$ cat config.mk
export PLATFORM = sky130hd
export DESIGN_NAME = shift_issue_ctrl
export DESIGN_NICKNAME = d
export VERILOG_FILES = /design/src/rtl/shift_issue_ctrl.sv
export SDC_FILE = /design/constraint.sdc
export NUM_CORES = 1
export LEC_CHECK = 0
export CORE_MARGIN = 5
export CORE_UTILIZATION = 38
export CTS_BUF_LIST = sky130_fd_sc_hd__clkbuf_8
export CTS_CLUSTER_DIAMETER = 50
export DETAILED_ROUTE_END_ITERATION = 10
export HOLD_SLACK_MARGIN = 0.08
export PLACE_DENSITY = 0.92
export SYNTH_ARGS = -nofsm -noshare
export SYNTH_HDL_FRONTEND = slang
export SYNTH_SLANG_ARGS = --single-unit
$ cat constraint.sdc
create_clock -name clk -period 2.85 [get_ports clk]
set_input_delay 0.285 -clock clk [delete_from_list [all_inputs] [get_ports clk]]
set_output_delay 0.285 -clock clk [all_outputs]
set_load 0.05 [all_outputs]
$ cat src/rtl/shift_issue_ctrl.sv
// Shift-unit issue controller: accepts one decoded RV32I shift, drives the unit's
// start/done handshake and hands the result (or an error) to writeback.
module shift_issue_ctrl #(
   parameter int         TIMEOUT  = 16,
   parameter logic [1:0] USE_PART = 2'd0
) (
   input  logic        clk,
   input  logic        rst,
   input  logic        in_valid,
   output logic        in_ready,
   input  logic [31:0] in_rs1_val,
   input  logic [31:0] in_rs2_val,
   input  logic [4:0]  in_shamt,
   input  logic        in_is_imm,
   input  logic [2:0]  in_funct3,
   input  logic        in_funct7_5,
   input  logic [4:0]  in_rd,
   output logic        fu_start,
   output logic [31:0] fu_op1,
   output logic [31:0] fu_op2,
   output logic [1:0]  fu_use_part,
   output logic [1:0]  fu_op_mode1,
   output logic [2:0]  fu_op_mode2,
   input  logic        fu_done,
   input  logic [31:0] fu_res,
   output logic        wb_valid,
   input  logic        wb_ready,
   output logic [4:0]  wb_rd,
   output logic [31:0] wb_data,
   output logic        wb_err,
   output logic        busy
);

   localparam int            TW         = $clog2(TIMEOUT + 1);
   localparam logic [TW-1:0] TIMER_LAST = TW'(TIMEOUT - 1);
   localparam logic [TW-1:0] TIMER_ONE  = TW'(1);

   typedef enum logic [1:0] {
      IDLE  = 2'd0,
      ISSUE = 2'd1,
      WAIT  = 2'd2,
      WB    = 2'd3
   } state_t;

   state_t        state_r, state_nxt_s;
   logic [TW-1:0] timer_r, timer_nxt_s;
   logic          in_ready_r, in_ready_nxt_s;
   logic          busy_r, busy_nxt_s;
   logic          fu_start_r, fu_start_nxt_s;
   logic [31:0]   fu_op1_r, fu_op1_nxt_s;
   logic [31:0]   fu_op2_r, fu_op2_nxt_s;
   logic [1:0]    fu_op_mode1_r, fu_op_mode1_nxt_s;
   logic [2:0]    fu_op_mode2_r, fu_op_mode2_nxt_s;
   logic          wb_valid_r, wb_valid_nxt_s;
   logic [4:0]    wb_rd_r, wb_rd_nxt_s;
   logic [31:0]   wb_data_r, wb_data_nxt_s;
   logic          wb_err_r, wb_err_nxt_s;
   logic          unused_rs2_hi_s;

   // Only SLL (funct7_5=0) and SRL/SRA are encodings the shift unit understands.
   function automatic logic is_legal_shift(input logic [2:0] funct3, input logic funct7_5);
      return ((funct3 == 3'b001) && (funct7_5 == 1'b0)) || (funct3 == 3'b101);
   endfunction

   assign unused_rs2_hi_s = ^in_rs2_val[31:5];

   // Next-state and next-output decode for the issue/wait/writeback sequence
   always_comb begin
      state_nxt_s       = state_r;
      timer_nxt_s       = timer_r;
      fu_start_nxt_s    = 1'b0;
      fu_op1_nxt_s      = fu_op1_r;
      fu_op2_nxt_s      = fu_op2_r;
      fu_op_mode1_nxt_s = fu_op_mode1_r;
      fu_op_mode2_nxt_s = fu_op_mode2_r;
      wb_valid_nxt_s    = wb_valid_r;
      wb_rd_nxt_s       = wb_rd_r;
      wb_data_nxt_s     = wb_data_r;
      wb_err_nxt_s      = wb_err_r;
      case (state_r)
         IDLE: begin
            if (in_valid) begin
               fu_op1_nxt_s      = in_rs1_val;
               fu_op2_nxt_s      = in_is_imm ? {27'd0, in_shamt} : {27'd0, in_rs2_val[4:0]};
               fu_op_mode1_nxt_s = {1'b0, in_funct7_5};
               fu_op_mode2_nxt_s = in_funct3;
               wb_rd_nxt_s       = in_rd;
               wb_data_nxt_s     = 32'd0;
               if (is_legal_shift(in_funct3, in_funct7_5)) begin
                  state_nxt_s    = ISSUE;
                  fu_start_nxt_s = 1'b1;
                  wb_err_nxt_s   = 1'b0;
               end else begin
                  state_nxt_s    = WB;
                  wb_valid_nxt_s = 1'b1;
                  wb_err_nxt_s   = 1'b1;
               end
            end else begin
               state_nxt_s = IDLE;
            end
         end
         ISSUE: begin
            timer_nxt_s = {TW{1'b0}};
            state_nxt_s = WAIT;
         end
         WAIT: begin
            // A done arriving on the last timer count still counts as completion.
            if (fu_done) begin
               wb_data_nxt_s  = (wb_rd_r == 5'd0) ? 32'd0 : fu_res;
               wb_err_nxt_s   = 1'b0;
               wb_valid_nxt_s = 1'b1;
               state_nxt_s    = WB;
            end else if (timer_r == TIMER_LAST) begin
               wb_data_nxt_s  = 32'd0;
               wb_err_nxt_s   = 1'b1;
               wb_valid_nxt_s = 1'b1;
               state_nxt_s    = WB;
            end else begin
               timer_nxt_s = timer_r + TIMER_ONE;
            end
         end
         WB: begin
            if (wb_ready) begin
               wb_valid_nxt_s = 1'b0;
               state_nxt_s    = IDLE;
            end else begin
               state_nxt_s = WB;
            end
         end
         default: begin
            state_nxt_s    = IDLE;
            wb_valid_nxt_s = 1'b0;
         end
      endcase
      in_ready_nxt_s = (state_nxt_s == IDLE);
      busy_nxt_s     = (state_nxt_s != IDLE);
   end

   // State register
   always_ff @(posedge clk) begin
      if (rst) begin
         state_r <= IDLE;
      end else begin
         state_r <= state_nxt_s;
      end
   end

   // Timer, operand and writeback output registers
   always_ff @(posedge clk) begin
      if (rst) begin
         timer_r       <= {TW{1'b0}};
         in_ready_r    <= 1'b1;
         busy_r        <= 1'b0;
         fu_start_r    <= 1'b0;
         fu_op1_r      <= 32'd0;
         fu_op2_r      <= 32'd0;
         fu_op_mode1_r <= 2'd0;
         fu_op_mode2_r <= 3'd0;
         wb_valid_r    <= 1'b0;
         wb_rd_r       <= 5'd0;
         wb_data_r     <= 32'd0;
         wb_err_r      <= 1'b0;
      end else begin
         timer_r       <= timer_nxt_s;
         in_ready_r    <= in_ready_nxt_s;
         busy_r        <= busy_nxt_s;
         fu_start_r    <= fu_start_nxt_s;
         fu_op1_r      <= fu_op1_nxt_s;
         fu_op2_r      <= fu_op2_nxt_s;
         fu_op_mode1_r <= fu_op_mode1_nxt_s;
         fu_op_mode2_r <= fu_op_mode2_nxt_s;
         wb_valid_r    <= wb_valid_nxt_s;
         wb_rd_r       <= wb_rd_nxt_s;
         wb_data_r     <= wb_data_nxt_s;
         wb_err_r      <= wb_err_nxt_s;
      end
   end

   assign in_ready    = in_ready_r;
   assign busy        = busy_r;
   assign fu_start    = fu_start_r;
   assign fu_op1      = fu_op1_r;
   assign fu_op2      = fu_op2_r;
   assign fu_use_part = USE_PART;
   assign fu_op_mode1 = fu_op_mode1_r;
   assign fu_op_mode2 = fu_op_mode2_r;
   assign wb_valid    = wb_valid_r;
   assign wb_rd       = wb_rd_r;
   assign wb_data     = wb_data_r;
   assign wb_err      = wb_err_r;

endmodule

==> results.toml, run 1 <==
[worst_setup_path]
timing.rr.end = "timer_r[3]$_SDFFE_PP0P_"
arrival_ns = 2.44
end_kind = "register"
crit_type = "register to register"
cp.required_ns = 3.13
cpMostUsedCell = "ha_1"
r2r_slack_ns = 0.69
reg2regPathDepth = 6
r2r_start = "timer_r[0]$_SDFFE_PP0P_"
cp_cell_sequence = "ha_1, and3_1, ha_1, or4b_1, or3_1, a21oi_1"
critPathMaxFanout = 9
cp-start-kind = "register"
crit_slowest_cell = "or4b_1"
cpPeakStageDelay_ns = 0.61

[sta]
setup_viol = 0
layout_min_cycle_time_ns = 2.16
slew_violations = 0
finalHoldViolations = 0
rsz0062_at_grt = "false"
setup_tns_ns = 0
relSlewSlack = 0.241
skew_ns = 0.0145
period_share = 0.759
max_freq_mhz = 463
tightest_slew_ns = 1.14

[synth]
netlist_area_um2 = 3760
synth-seq-area-share = 0.479
synth.distinct_cells = 37
syn_inst = 404
post_synth.cell_area_avg_um2 = 9.31
yosysTopAreaCell = "dfxtp_1"
async_flop_share = 0
ys.flop_type = "dfxtp_1"
synth_edf_count = 0
yosysWarnings = 0
yosysTopAreaCellShare = 0.479
synthTopCellsByArea = "dfxtp_1, mux2i_1, o211ai_1, buf_4, a21oi_1"
ys_seq_elements = 90

[pwr]
power_frac_comb = 0.301
peakVddDrop_uv = 318
swShare = 0.336
p_leak_nw = 2.08
power.switching_mw = 1.24
pwr-share-seq = 0.385
powerDensity_nw_per_um2 = 647
clock_power_share = 0.314
p_int_mw = 2.45

[min_path]
hold_class = "primary input to register"
hp-start = "rst"
whs_path_depth = 2
min_to = "fu_op1[0]$_SDFFE_PP0P_"

[global_route]
grt_use_total = 0.169
gr-total-overflow = 0
grt_max_degree = 54
grt_pass1_vias = 3325
grt_pass1_wl_um = 16000
antenna_found_initial = 0

[cells_and_area]
seq_area_um2 = 1800
final_area_um2 = 5700
layout.nets = 670
fill_cells = 817
num_antenna_cells = 0
drive_gt1_frac = 0.0539
multiInputGateArea_um2 = 1690
syn_to_final_growth_pct = 51.4

[placement]
gp_congestion = 0.825
place_area_um2 = 5420
port_buffers = 171
hpwl_um = 7870

[clock_tree]
numCtsBuffers = 9
clk_path_buf_depth = 2
clock_latency_ns = 0.35
cts_setup_buffers = 0
clkSlewWorstSetupHoldPaths_ns = 0.09
cts.hold.buffers_added = 0
postCtsResizedCells = 0
htree_levels = 3
cts_tree = "built"
clock_sinks = 90
root_buffer = "clkbuf_8"

[die]
initial_core_util = 0.387
coreArea_um2 = 9730
die_area_um2 = 12000
rows = 36
die_y_um = 109
io_pins = 229
fp.dieW_um = 109

[route]
wirelength_um = 10700
wl_per_cell_um = 15.4
viasPerCell = 5.03
drt_iter0_markers = 134
vias = 3469
ant_nets = 0
drc = 0
drtPass1Iterations = 5

[flow_run]
cap_violations = 0

[status]
status = "finished clean"
## cells by family (layout without fill, tap and decap cells)
| family | after synthesis | count (layout) | share of synthesized area |
|---|---|---|---|
| AOI/OAI and AO/OA | 119 | 119 | 0.189 |
| muxes | 46 | 46 | 0.122 |
| other | 1 | 30 | 0.000997 |
| and+or+nand+nor | 75 | 75 | 0.0961 |
| DFF | 90 | 90 | 0.479 |
| buffers and inverters | 71 | 195 | 0.105 |
| adders and majority gates | 2 | 2 | 0.00665 |
## cell type report
type,instances,share of cell area
Tap cell,133,0.0292
Clock inverter,6,0.0239
Inverter,3,0.00198
Timing Repair Buffer,176,0.308
Clock buffer,10,0.0242
Sequential cell,90,0.316
Multi-Input combinational cell,272,0.296
## how the worst max path moves through the flow
| stage | from | to | depth (start not counted) |
|---|---|---|---|
| 6_report | timer_r[0]$_SDFFE_PP0P_ | timer_r[3]$_SDFFE_PP0P_ | 6 |
| 5_1_grt | timer_r[0]$_SDFFE_PP0P_ | timer_r[3]$_SDFFE_PP0P_ | 6 |
| 4_1_cts | timer_r[0]$_SDFFE_PP0P_ | timer_r[2]$_SDFFE_PP0P_ | 6 |
| 3_5_place_dp | in_valid | wb_data[20]$_SDFFE_PP0P_ | 4 |
| 3_3_place_gp | timer_r[0]$_SDFFE_PP0P_ | timer_r[3]$_SDFFE_PP0P_ | 6 |
| 2_1_floorplan | timer_r[0]$_SDFFE_PP0P_ | timer_r[3]$_SDFFE_PP0P_ | 7 |
## cell usage in the layout, fill, tap and decap left out, types with 2 or more instances in the layout
cell type,n
clkdlybuf4s50_1,170
dfxtp_1,90
nor2_1,47
mux2i_1,46
a21oi_1,38
o21ai_0,37
o211ai_1,32
conb_1,30
clkbuf_8,10
a211oi_1,5
nand3_1,5
bufinv_16,4
buf_4,4
inv_1,3
nor2b_1,3
or2_2,3
nor3b_2,2
nand2b_1,2
nor4b_1,2
or2b_1,2
o31a_1,2
or3_1,2
ha_1,2
## synthesized netlist by cell type (3+ instances only)
library cell   n
nand3_1        5
dfxtp_1       90
nor2_1        47
inv_1          3
buf_2          7
nor2b_1        3
mux2i_1       46
buf_4         30
o211ai_1      32
a21oi_1       38
or2_2          3
clkbuf_1      28
o21ai_0       37
a211oi_1       5
## registers in the layout, indices dropped and copies added (netlist names), 2 cells and up
register,count
fu_op1,32
wb_data,32
fu_op2,5
timer_r,5
wb_rd,5
fu_op_mode2,3
state_r,2
## per-stage QoR
stage               cells  utilization  hold WS (ns)  power [mW]  setup WS, ns
finish                690        0.585         0.333        3.69         0.688
CTS                   690        0.585         0.316        3.72         0.674
global placement      674        0.557         0.455        2.53         0.739
detailed placement    674        0.557         0.467        2.56         0.671
global route          690        0.585         0.335        3.84         0.552
floorplan             433            -         0.426        2.21         0.837
## routing by layer
| layer | up-vias | wire length (um) | GRT usage |
|---|---|---|---|
| met5 | - | 0 | 0 |
| met4 | 0 | 228 | 0.0632 |
| met3 | 20 | 1290 | 0.0834 |
| met2 | 163 | 4990 | 0.273 |
| met1 | 1627 | 4150 | 0.193 |
| li1 | 1659 | - | - |
## power by group through the flow
| stage | Sequential (mW) | Clock (mW) | Combinational (mW) |
|---|---|---|---|
| 3_3_place_gp | 1.44 | 0 | 1.09 |
| 6_report | 1.42 | 1.16 | 1.11 |
| 4_1_cts | 1.42 | 1.19 | 1.12 |
| 5_1_grt | 1.43 | 1.24 | 1.17 |
| 2_1_floorplan | 1.74 | 0 | 0.467 |
| 3_5_place_dp | 1.45 | 0 | 1.12 |
## worst max-delay path, delay by kind of cell, from the launching register on
| kind | cells | cell delay [ns] |
|---|---|---|
| AOI/OAI and AO/OA | 1 | 0.13 |
| DFF | 1 | 0.34 |
| adders and majority gates | 2 | 0.44 |
| and+or+nand+nor | 3 | 1.19 |
(Power assumes the default switching activity.)
==> run 2, diff against run 1 <==
--- a/config.mk
+++ b/config.mk
@@ -6,12 +6,12 @@
 export NUM_CORES = 1
 export LEC_CHECK = 0
 export CORE_MARGIN = 5
-export CORE_UTILIZATION = 38
+export CORE_UTILIZATION = 35
 export CTS_BUF_LIST = sky130_fd_sc_hd__clkbuf_8
 export CTS_CLUSTER_DIAMETER = 50
 export DETAILED_ROUTE_END_ITERATION = 10
 export HOLD_SLACK_MARGIN = 0.08
-export PLACE_DENSITY = 0.92
+export PLACE_DENSITY = 0.89
 export SYNTH_ARGS = -nofsm -noshare
 export SYNTH_HDL_FRONTEND = slang
 export SYNTH_SLANG_ARGS = --single-unit
==> constraint.sdc (replaced) <==
create_clock -name clk -period 1.9 [get_ports clk]
set_input_delay 0.19 -clock clk [delete_from_list [all_inputs] [get_ports clk]]
set_output_delay 0.19 -clock clk [all_outputs]
set_load 0.05 [all_outputs]
==> results.toml, run 2 (synthesis results as in run 1) <==
[status]
status = "finished clean"

[clock_tree]
cts_setup_buffers = 0
clkSlewWorstSetupHoldPaths_ns = 0.09
cts_tree = "built"
clock_latency_ns = 0.35
numCtsBuffers = 9
clock_sinks = 90
cts.hold.buffers_added = 0
root_buffer = "clkbuf_8"
htree_levels = 3
clk_path_buf_depth = 2

[cells_and_area]
fin_cells = 701
fill_cells = 905
drive_gt1_frac = 0.0850
syn_to_final_growth_pct = 54.3
layout.nets = 678
final_common_cell = "clkdlybuf4s50_1"
num_antenna_cells = 0
final_cell_mix = "clkdlybuf4s50_1, dfxtp_1, nor2_1"

[flow_run]
cap_violations = 0

[worst_setup_path]
arrival_ns = 2.18
crit_type = "register to register"
cp-start-kind = "register"
r2r_slack_ns = 0.007
cp.required_ns = 2.19
critPathMaxFanout = 7
end_kind = "register"

[placement]
placedCellCount = 685
port_buffers = 171
hpwl_um = 8100
gp_congestion = 0.783
dp_slack_ns = -0.0504

[pwr]
powerDensity_nw_per_um2 = 913
peakVddDrop_uv = 485
p_leak_nw = 2.11

[global_route]
antenna_found_initial = 0
grt_max_degree = 53
grt_pass1_vias = 3633
grt_pass1_wl_um = 17500
grt_use_total = 0.166
gr-total-overflow = 0

[die]
die_area_um2 = 12900
die_y_um = 114
io_pins = 229
coreArea_um2 = 10400
initial_core_util = 0.361
fp.dieW_um = 114
rows = 37

[route]
drtPass1Iterations = 6
drc = 0
wirelength_um = 11200
drt_iter0_markers = 225
ant_nets = 0
viasPerCell = 4.97
vias = 3484
wl_per_cell_um = 15.9

[sta]
layout_min_cycle_time_ns = 1.89
relSlewSlack = 0.570
setup_tns_ns = 0
finalHoldViolations = 0
slew_violations = 0
setup_ws_ns = 0.00705
setup_viol = 0
max_freq_mhz = 528
skew_ns = 0.00715
tightest_slew_ns = 0.646
rsz0062_at_grt = "true"
period_share = 0.996

[min_path]
hold_class = "primary input to register"
[run 2: changes by cell type in the layout (fill, tap and decap cells not counted), sizes merged]
cell           before  now
inv                 4    5
clkdlybuf4s50     170  169
clkinvlp            1    2
bufinv              4    2
buf                 6   15
[run 2: per-stage QoR]
stage / instance area, um2 / hold slack, ns / power (mW) / util
floorplan: 3890 / 0.331 / 3.31 / -
global placement: 5540 / 0.460 / 3.85 / 0.532
detailed placement: 5540 / 0.468 / 3.89 / 0.532
CTS: 5760 / 0.305 / 5.34 / 0.553
global route: 5800 / 0.372 / 5.54 / 0.557
finish: 5800 / 0.343 / 5.30 / 0.557
[run 2: path summary, 6_finish.rpt]
kind                                               from                       to  depth (start not counted)
worst max-delay path            timer_r[1]$_SDFFE_PP0P_  timer_r[3]$_SDFFE_PP0P_                          6
worst min register to register  wb_data[9]$_SDFFE_PP0P_  wb_data[9]$_SDFFE_PP0P_                          2
worst max register to register  timer_r[1]$_SDFFE_PP0P_  timer_r[3]$_SDFFE_PP0P_                          6
worst min-delay path                                rst   fu_op1[3]$_SDFFE_PP0P_                          2
[run 2: layer usage]
layer  track usage  wire, um  vias up  part of all wire
met1         0.180      4270     1627              0.38
li1              -         -     1668                 -
met5             0         0        -                 0
met4        0.0593       216        0             0.019
met3        0.0743      1290       16              0.12
met2         0.287      5390      173              0.48
[run 2: where the power goes]
| part | leakage (nW) | switching, mW | total (mW) | internal [mW] |
|---|---|---|---|---|
| Combinational | 1.27 | 1.10 | 1.73 | 0.634 |
| Clock | 0.111 | 0.666 | 1.43 | 0.768 |
| Sequential | 0.735 | 0.0963 | 2.13 | 2.03 |
| Total | 2.11 | 1.86 | 5.30 | 3.43 |
[run 2: critical path, stage by stage (launching register included)]
cell     delay, ns
dfxtp_2       0.35
ha_4          0.16
and3_4        0.18
ha_4          0.16
or4b_4        0.52
or3_1         0.34
a21oi_2       0.12
[run 2: final cells by class]
type | count | area, um2 | area share
inverters | 3 | 11.3 | 0.00194
flip-flops and latches | 90 | 1800 | 0.311
repair buffers | 184 | 1850 | 0.319
clock inverters | 6 | 82.6 | 0.0142
multi-input cells | 272 | 1750 | 0.301
well taps | 136 | 170 | 0.0293
clock buffers | 10 | 138 | 0.0237
[run 2: timing repair]
| item | CTS | global route |
|---|---|---|
| resized for setup | 1 | 12 |
| pin swaps | 0 | 1 |
| endpoints found under the hold margin | 0 | 0 |
| gates cloned | 0 | 0 |
| setup endpoints to repair | 4 | 37 |
==> run 3, diff against run 2 <==
--- a/config.mk
+++ b/config.mk
@@ -5,13 +5,15 @@
 export SDC_FILE = /design/constraint.sdc
 export NUM_CORES = 1
 export LEC_CHECK = 0
+export ABC_AREA = 1
 export CORE_MARGIN = 5
 export CORE_UTILIZATION = 35
 export CTS_BUF_LIST = sky130_fd_sc_hd__clkbuf_8
 export CTS_CLUSTER_DIAMETER = 50
 export DETAILED_ROUTE_END_ITERATION = 10
+export GPL_TIMING_DRIVEN = 0
 export HOLD_SLACK_MARGIN = 0.08
-export PLACE_DENSITY = 0.89
+export PLACE_DENSITY = 0.9
 export SYNTH_ARGS = -nofsm -noshare
 export SYNTH_HDL_FRONTEND = slang
 export SYNTH_SLANG_ARGS = --single-unit
==> results.toml, run 3 <==
[worst_setup_path]
r2r_slack_ns = 0.25
critPathTopFamily = "buffers and inverters"
cp_cell_sequence = "clkdlybuf4s50_1"
end_kind = "primary output"
cp.required_ns = 1.71
cpPeakStageDelay_ns = 0.85
arrival_ns = 1.59
cp_num_buf_inv = 1
crit_slowest_cell = "clkdlybuf4s50_1"
crit_type = "register to primary output"
cp_num_cells = 1
critPathMaxFanout = 3
cp-start-kind = "register"
r2r_start = "timer_r[0]$_SDFFE_PP0P_"
startpoint = "wb_rd[4]$_SDFFE_PP0P_"
reg2regPathDepth = 12

[global_route]
grt_use_total = 0.165
grt_pass1_vias = 3537
grt_pass1_wl_um = 17200
antenna_found_initial = 0
grt_max_degree = 16
gr-total-overflow = 0

[synth]
netlist_area_um2 = 3730
synth-seq-area-share = 0.484
yosysTopAreaCell = "dfxtp_1"
post_synth.cell_area_avg_um2 = 7.70
synthTopCellsByCount = "dfxtp_1, nor2_1, nand2_1, o21ai_0, nand3_1"
synthTopCellsByArea = "dfxtp_1, nor2_1, o21ai_0, nand2_1, buf_4"
ys_seq_elements = 90
synth_edf_count = 0
ys.flop_type = "dfxtp_1"
async_flop_share = 0
synth.most_common_cell = "dfxtp_1"
synth.distinct_cells = 26
yosysWarnings = 0
yosysTopAreaCellShare = 0.484
syn_inst = 484

[die]
io_pins = 229
coreArea_um2 = 10400
die_area_um2 = 12800
fp.dieW_um = 113
initial_core_util = 0.359
die_y_um = 113
rows = 37

[route]
ant_nets = 0
drtPass1Iterations = 4
vias = 3662
wirelength_um = 10900
viasPerCell = 4.39
drc = 0
drt_iter0_markers = 230
wl_per_cell_um = 13.0

[clock_tree]
cts_tree = "built"
root_buffer = "clkbuf_8"
numCtsBuffers = 9
cts_setup_buffers = 0
htree_levels = 3
clock_sinks = 90
clkSlewWorstSetupHoldPaths_ns = 0.10
cts.hold.buffers_added = 0
postCtsResizedCells = 0
clk_path_buf_depth = 2
clock_latency_ns = 0.36

[pwr]
power_frac_comb = 0.378
clock_power_share = 0.236
p_leak_nw = 2.39
peakVddDrop_uv = 526
p_int_mw = 3.48
swShare = 0.389
power.switching_mw = 2.21
pwr-share-seq = 0.385
powerDensity_nw_per_um2 = 965

[sta]
skew_ns = 0.0167
setup_viol = 0
finalHoldViolations = 0
tightest_slew_ns = 0.621
max_freq_mhz = 560
period_share = 0.939
rsz0062_at_grt = "false"
slew_violations = 0
layout_min_cycle_time_ns = 1.78
setup_tns_ns = 0
relSlewSlack = 0.586

[cells_and_area]
final_common_cell = "clkdlybuf4s50_1"
final_cell_mix = "clkdlybuf4s50_1, dfxtp_1, nor2_1"
layout.nets = 811
num_antenna_cells = 0
syn_to_final_growth_pct = 58.4
fin_cells = 834
fill_cells = 951
drive_gt1_frac = 0.122

[min_path]
hp-start = "in_is_imm"
hold_class = "primary input to register"
whs_path_depth = 5

[placement]
gp_congestion = 0.808
placedCellCount = 818
port_buffers = 169
hpwl_um = 8650

[status]
status = "finished clean"

[flow_run]
cap_violations = 0
## run 3: per-layer routing
| layer | track usage | part of all wire |
|---|---|---|
| met5 | 0 | 0 |
| met4 | 0.0689 | 0.027 |
| met3 | 0.0374 | 0.075 |
| met2 | 0.297 | 0.51 |
| met1 | 0.187 | 0.39 |
## run 3: cells by family after synthesis
kind of cell | count (synthesis) | share of synthesized area
other | 1 | 0.00101
flip-flops | 90 | 0.484
buffers and inverters | 88 | 0.132
AO/OA/AOI/OAI | 96 | 0.140
AND/OR/NAND/NOR | 207 | 0.237
adder cells (fa/ha/maj) | 2 | 0.00671
## run 3: area by class of cell
type | instances | area, um2 | share of cell area
sequential | 90 | 1800 | 0.305
clock buffer | 10 | 138 | 0.0233
clock inverter | 6 | 66.3 | 0.0112
buffer | 60 | 384 | 0.0651
tap | 136 | 170 | 0.0288
timing repair buffer | 169 | 1690 | 0.287
inverter | 28 | 108 | 0.0182
multi-input combinational | 335 | 1540 | 0.261
## run 3: final timing paths
path | end
worst min-delay path | fu_op2[2]$_SDFFE_PP0P_
worst min register to register | wb_valid$_SDFFE_PP0P_
worst max register to register | wb_data[26]$_SDFFE_PP0P_
worst max-delay path | wb_rd[4]
## run 3: metrics by stage
| stage | utilization | hold WS (ns) | area, um2 | setup slack [ns] | power [mW] |
|---|---|---|---|---|---|
| 2_1_floorplan | - | 0.337 | 3830 | 0.383 | 3.67 |
| 3_3_place_gp | 0.549 | 0.436 | 5700 | 0.283 | 4.38 |
| 3_5_place_dp | 0.549 | 0.450 | 5700 | 0.239 | 4.41 |
| 4_1_cts | 0.569 | 0.298 | 5900 | 0.105 | 5.76 |
| 5_1_grt | 0.569 | 0.352 | 5900 | 0.0450 | 5.99 |
| 6_report | 0.569 | 0.310 | 5900 | 0.115 | 5.69 |
## run 3: power groups by stage
stage          clock [mW]  sequential (mW)  combinational [mW]
3_3_place_gp            0             2.23                2.15
6_report             1.35             2.20                2.15
4_1_cts              1.39             2.20                2.17
5_1_grt              1.46             2.23                2.30
3_5_place_dp            0             2.24                2.17
2_1_floorplan           0             2.89               0.784
